--- src/rtl/cover_toggle_drain.sv ---
// Toggle-coverage sink: one saturating hit counter per cover point, drained on
// request as ascending (index, count) records over a valid/ready stream.
module cover_toggle_drain #(
    parameter int unsigned WIDTH       = 64,
    parameter logic [63:0] COVER_INDEX = 64'd0,
    parameter int unsigned CNT_W       = 8
) (
    input  logic               clock,
    input  logic               reset,
    input  logic [WIDTH-1:0]   valid,
    input  logic               dump_req,
    output logic               busy,
    output logic               dump_done,
    output logic               out_valid,
    input  logic               out_ready,
    output logic [63:0]        out_index,
    output logic [CNT_W-1:0]   out_count
);

    localparam int unsigned IDX_W = (WIDTH > 1) ? $clog2(WIDTH) : 1;
    localparam logic [IDX_W-1:0] LAST_IDX = IDX_W'(WIDTH - 1);
    localparam logic [CNT_W-1:0] CNT_MAX = '1;

    typedef enum logic [1:0] {
        IDLE = 2'd0,
        SCAN = 2'd1,
        EMIT = 2'd2,
        DONE = 2'd3
    } state_t;

    state_t             state;
    state_t             state_d;
    logic [IDX_W-1:0]   idx;
    logic [IDX_W-1:0]   idx_d;
    logic [CNT_W-1:0]   cnt [WIDTH];
    logic [CNT_W-1:0]   cur_cnt_c;
    logic               capture_c;
    logic               last_c;

    assign cur_cnt_c = cnt[idx];
    assign capture_c = (state == SCAN) && (cur_cnt_c != '0);
    assign last_c    = (idx == LAST_IDX);

    // Next-state and scan pointer.
    always_comb begin
        state_d = state;
        idx_d   = idx;
        unique case (state)
            IDLE: begin
                if (dump_req) begin
                    state_d = SCAN;
                    idx_d   = '0;
                end
            end
            SCAN: begin
                if (capture_c) begin
                    state_d = EMIT;
                end else if (last_c) begin
                    state_d = DONE;
                end else begin
                    idx_d = idx + IDX_W'(1);
                end
            end
            EMIT: begin
                if (out_ready) begin
                    if (last_c) begin
                        state_d = DONE;
                    end else begin
                        state_d = SCAN;
                        idx_d   = idx + IDX_W'(1);
                    end
                end
            end
            DONE: begin
                state_d = IDLE;
            end
            default: begin
                state_d = IDLE;
            end
        endcase
    end

    // State register and registered outputs; the record latches only on capture
    // so it stays stable through any stall.
    always_ff @(posedge clock) begin
        if (!reset) begin
            state     <= IDLE;
            idx       <= '0;
            busy      <= 1'b0;
            dump_done <= 1'b0;
            out_valid <= 1'b0;
            out_index <= '0;
            out_count <= '0;
        end else begin
            state     <= state_d;
            idx       <= idx_d;
            busy      <= (state_d != IDLE);
            dump_done <= (state == DONE);
            out_valid <= (state_d == EMIT);
            if (capture_c) begin
                out_index <= COVER_INDEX + 64'(idx);
                out_count <= cur_cnt_c;
            end
        end
    end

    // Hit counters; a captured counter restarts from the coincident hit.
    always_ff @(posedge clock) begin
        for (int unsigned i = 0; i < WIDTH; i++) begin
            if (!reset) begin
                cnt[i] <= '0;
            end else if (capture_c && (idx == IDX_W'(i))) begin
                cnt[i] <= CNT_W'(valid[i]);
            end else if (valid[i] && (cnt[i] != CNT_MAX)) begin
                cnt[i] <= cnt[i] + CNT_W'(1);
            end
        end
    end

endmodule

--- config.mk ---
export PLATFORM = sky130hd
export DESIGN_NAME = cover_toggle_drain
export DESIGN_NICKNAME = d
export VERILOG_FILES = /design/src/rtl/cover_toggle_drain.sv
export SDC_FILE = /design/constraint.sdc
export NUM_CORES = 1
export LEC_CHECK = 0
export CORE_UTILIZATION = 40
export CTS_CLUSTER_SIZE = 8
export DETAILED_ROUTE_END_ITERATION = 10
export MAX_ROUTING_LAYER = met4
export PLACE_DENSITY = 0.54
export REMOVE_ABC_BUFFERS = 1
export SYNTH_ARGS = -nofsm -noshare
export SYNTH_HDL_FRONTEND = slang
export SYNTH_SLANG_ARGS = --single-unit
--- constraint.sdc ---
create_clock -name clock -period 6.4 [get_ports clock]
set_input_delay 1.28 -clock clock [delete_from_list [all_inputs] [get_ports clock]]
set_output_delay 1.28 -clock clock [all_outputs]
set_load 0.02 [all_outputs]
# --- Word level (Yosys, flattened, before mapping) ---
# Memory sizes are Yosys's and may differ from the RTL's. A register that Yosys moved wholly into a read port is not among the register bits.
# Cells that the tools add are included.
# Widths: inputs -> output; s select.
totals:
  reg_bits: 25
  n_memories: 1
  in_bits: 68
  out_inout_bits: 75
  ram_bits: 512
op_classes:
  bitwise: 128
  addsub: 65
  n_eq_ne: 134
  n_reduce_logical: 135
  muxes: 590
mem_list:
  columns: ["name", "depth", "word_bits", "read_ports", "rd_ports_with_merged_regs", "write_ports", "line", "source"]
  rows:
  - ["cnt", 64, 8, 65, 1, 64, "35", "logic [CNT_W-1:0] cnt [WIDTH];"]
op_table:
  columns: ["operator", "n"]
  rows:
  - ["$mux 8", 128]
  - ["$add 8x1->8 const B", 64]
  - ["$ne 8x8->1 const B", 64]
  - ["$mux 1", 449]
  - ["$eq 6x6->1 const B", 32]
  - ["$logic_and 1x1->1", 129]
  - ["$or 1x1->1", 128]
  - ["$eq 6x5->1 const B", 16]
  - ["$eq 6x4->1 const B", 8]
  - ["$mux 6", 6]
  - ["$eq 6x3->1 const B", 4]
  - ["$pmux 6 s3", 1]
  - ["$eq 6x2->1 const B", 2]
  - ["$mux 2", 5]
  - ["$pmux 2 s4", 1]
  - ["$reduce_bool 8->1", 1]
  - ["$add 6x1->6 const B", 1]
  - ["$eq 2x2->1 const B", 3]
  - ["$eq 6x1->1 const B", 1]
  - ["$logic_not 6->1", 1]
  - ["$ne 2x2->1 const B", 3]
  - ["$reduce_and 4->1", 1]
  - ["$reduce_bool 3->1", 1]
  - ["$eq 2x1->1 const B", 1]
  - ["other kinds (2)", 2]

# --- Depth between registers and ports, before layout ---
depth:
  word_depth: 8
  mapped_depth: 16
  mapped_depth_nobuf: 9

# --- Worst setup path after synthesis ---
# Ideal clock, no wire load.
synth_path:
  kind: "register to register"
  from: "reg (tool-made name)"
  to: "mem cnt[5][0] (enable)"
  t_required_ps: 6022
  setup_ps: 378
  path_stages_with_launch: 13
  t_arrival_ps: 3026
  path_buffers: 4
  period_less_slack_ps: 3404
  slack_ps: 2996
  cell_sequence: "dfxtp_1 > buf_6 > buf_8 > buf_6 > nor2_1 > a221o_1 > a21o_1 > o32ai_2 > nor4_2 > a21bo_2 > or3_4 > buf_2 > o221ai_1"
synth_lines:
  columns: ["item", "line"]
  rows:
  - ["end: declaration", "35"]

==> results.toml <==
[status]
status = "complete, no violations"

[final_layout]
fillers = 7607
nets = 3252
syn_to_final_growth_pct = 11.2
drive_gt1_frac = 0.120
final_common_cell = "edfxtp_1"
mostFrequentLayoutCells = "edfxtp_1, nor2_1, nand3_1"
instances_no_fill = 4235
final_core_util = 0.449

[job]
maxCapViolCount = 0

[pwr]
peakVddDrop_v = 0.000204
p_leak_nw = 12.9
totalPowerFinal_w = 0.0104
powerDensity_mw_per_mm2 = 279

[grt]
grt_usage = 0.242
grt_max_degree = 61
gr-max-usage-layer = "met2"
grt_pass1_vias = 24200
grt_util_met1 = 0.333
grt_pass1_wl_um = 153000
grt-ovfl-total = 0
use_met3 = 0.0365
use_met2 = 0.371
antenna_found_initial = 1

[timing]
setup_slack_ns = 1.00
post-route-period-util = 0.844
finClkSkew_ns = 0.0221
min_period_ns = 5.40
max_clock_freq_ghz = 0.185
finalMaxSlewViolations = 0
maxSlewHeadroom = 0.337
rsz0062_at_grt = "false"
setup_viol = 0
hold_ws_ns = 0.522
worst_pin_slew_ns = 0.992
final_hold_viol_count = 0

[placed_design]
dp.cells = 4111
portBuffers = 84
hpwl_um = 73500
gp_congestion = 0.957
pre_cts_ws_ns = 0.951

[clocking]
path_clk_slew_ns = 0.05
clock_path_buffers = 3
root_buffer = "clkbuf_16"
cts_buffers = 79
cts_resized = 0
insertion_delay_ns = 0.63
cts_sinks = 543
htreeDepth = 3
tritoncts = "yes"
cts_hold_buf = 0
post-cts-setup-buffers = 0

[hold_path]
hp-class = "reg -> reg"

[floorplan]
start_util = 0.404
ioPinCount = 143
die_width_um = 292
coreArea_mm2 = 0.0834
die_area_mm2 = 0.0854
dieHeight_um = 292
rows = 106

[setup_path]
cp_max_fo = 51
cp-end-kind = "register"
start_kind = "register"
crit_type = "reg -> reg"
required_ns = 6.63
crit_arrival_ns = 5.63

[logic_synthesis]
synth-edff-count = 512
yosys_warnings = 0
ys_types = 64
synth_ff_type = "edfxtp_1"
netlist_instances = 3044
synth.avg_cell_area_um2 = 11.1
synthArstFlopShare = 0
synth_seq_cells = 543
synth.cell_area_mm2 = 0.0337
ys_seq_area_frac = 0.475

[drt]
drt-vias-per-instance = 5.94
first_pass_iters = 6
wl_per_cell_um = 23.7
ant_nets = 0
drt_iter0_drc = 2654
vias = 25100
drc_errors = 0
finalWirelength_um = 100000
[final timing paths]
check | startpoint | endpoint | slack (ns) | depth (start not counted)
setup reg to reg | register | cnt[38][7] | 1.00 | 11
hold reg to reg | out_index[0] | out_index[0] | 0.52 | 2
hold / removal | out_index[0] | out_index[0] | 0.52 | 2
setup / recovery | register | cnt[38][7] | 1.00 | 11
[power breakdown]
part | leakage [nW] | internal, W | switching [W]
clock network | 1.08 | 0.00235 | 0.00158
logic | 6.03 | 0.000730 | 0.00111
registers | 5.80 | 0.00422 | 0.000464
total | 12.9 | 0.00729 | 0.00315
[metal layers]
metal,up-vias,routed length [um]
li1,11400,-
met3,165,7030
met5,-,0
met2,958,46500
met1,12700,44100
met4,0,2750
[cells in the mapped netlist (all sizes together) (46+ instances only)]
| cell | number | area share |
|---|---|---|
| mux4 | 121 | 0.081 |
| xor2 | 248 | 0.065 |
| mux2i | 57 | 0.017 |
| inv | 66 | 0.0074 |
| buf | 129 | 0.028 |
| nor3 | 76 | 0.014 |
| edfxtp | 512 | 0.46 |
| and3 | 108 | 0.020 |
| nor2 | 424 | 0.047 |
| xnor2 | 134 | 0.035 |
| nand2 | 238 | 0.027 |
| clkbuf | 47 | 0.0052 |
| nand3 | 343 | 0.051 |
| a21oi | 46 | 0.0068 |
| ha | 72 | 0.027 |
| a31o | 75 | 0.020 |
[state kept, by name (all words and copies together) (netlist names), named ones only]
register	flops
cnt	512
out_count	8
idx	6
out_index	6
state	2
busy	1
dump_done	1
out_valid	1
[logic make-up after synthesis]
group / count (synthesis) / synth area share
compound gates: 309 / 0.0730
xor+xnor: 382 / 0.0994
fa+ha+maj: 72 / 0.0268
buf+inv: 243 / 0.0410
flops: 543 / 0.475
mux: 188 / 0.101
other cells: 1 / 0.000111
simple gates: 1306 / 0.184
[critical path, stage by stage (launching register included)]
cell and delay [ns]:
dfxtp_4 0.99, buf_4 0.61, mux4_2 0.57, mux2i_1 0.22
a221oi_1 0.13, nand2_1 0.12, o21ai_0 0.16, nor4_2 0.52
a21bo_2 0.61, or3_1 0.19, buf_4 0.38, o221ai_1 0.47
[area by class of cell]
cell class              count  area, um2  share of cell area
diodes                      1       2.50           0.0000668
clock buffers             116       2200              0.0588
clock inverters             7       46.3             0.00124
inverters                  67        251             0.00672
multi-input cells        2315      16500               0.441
flip-flops and latches    543      16000               0.427
well taps                1080       1350              0.0361
repair buffers            106       1060              0.0282
[per-stage QoR]
stage	setup TNS (ns)	instance area (um2)
global placement	0	35200
detailed placement	0	35200
global route	0	37400
CTS	0	37400
floorplan	-2912.85	32800
finish	0	37400
No activity file was read; power rests on OpenSTA's default activity.
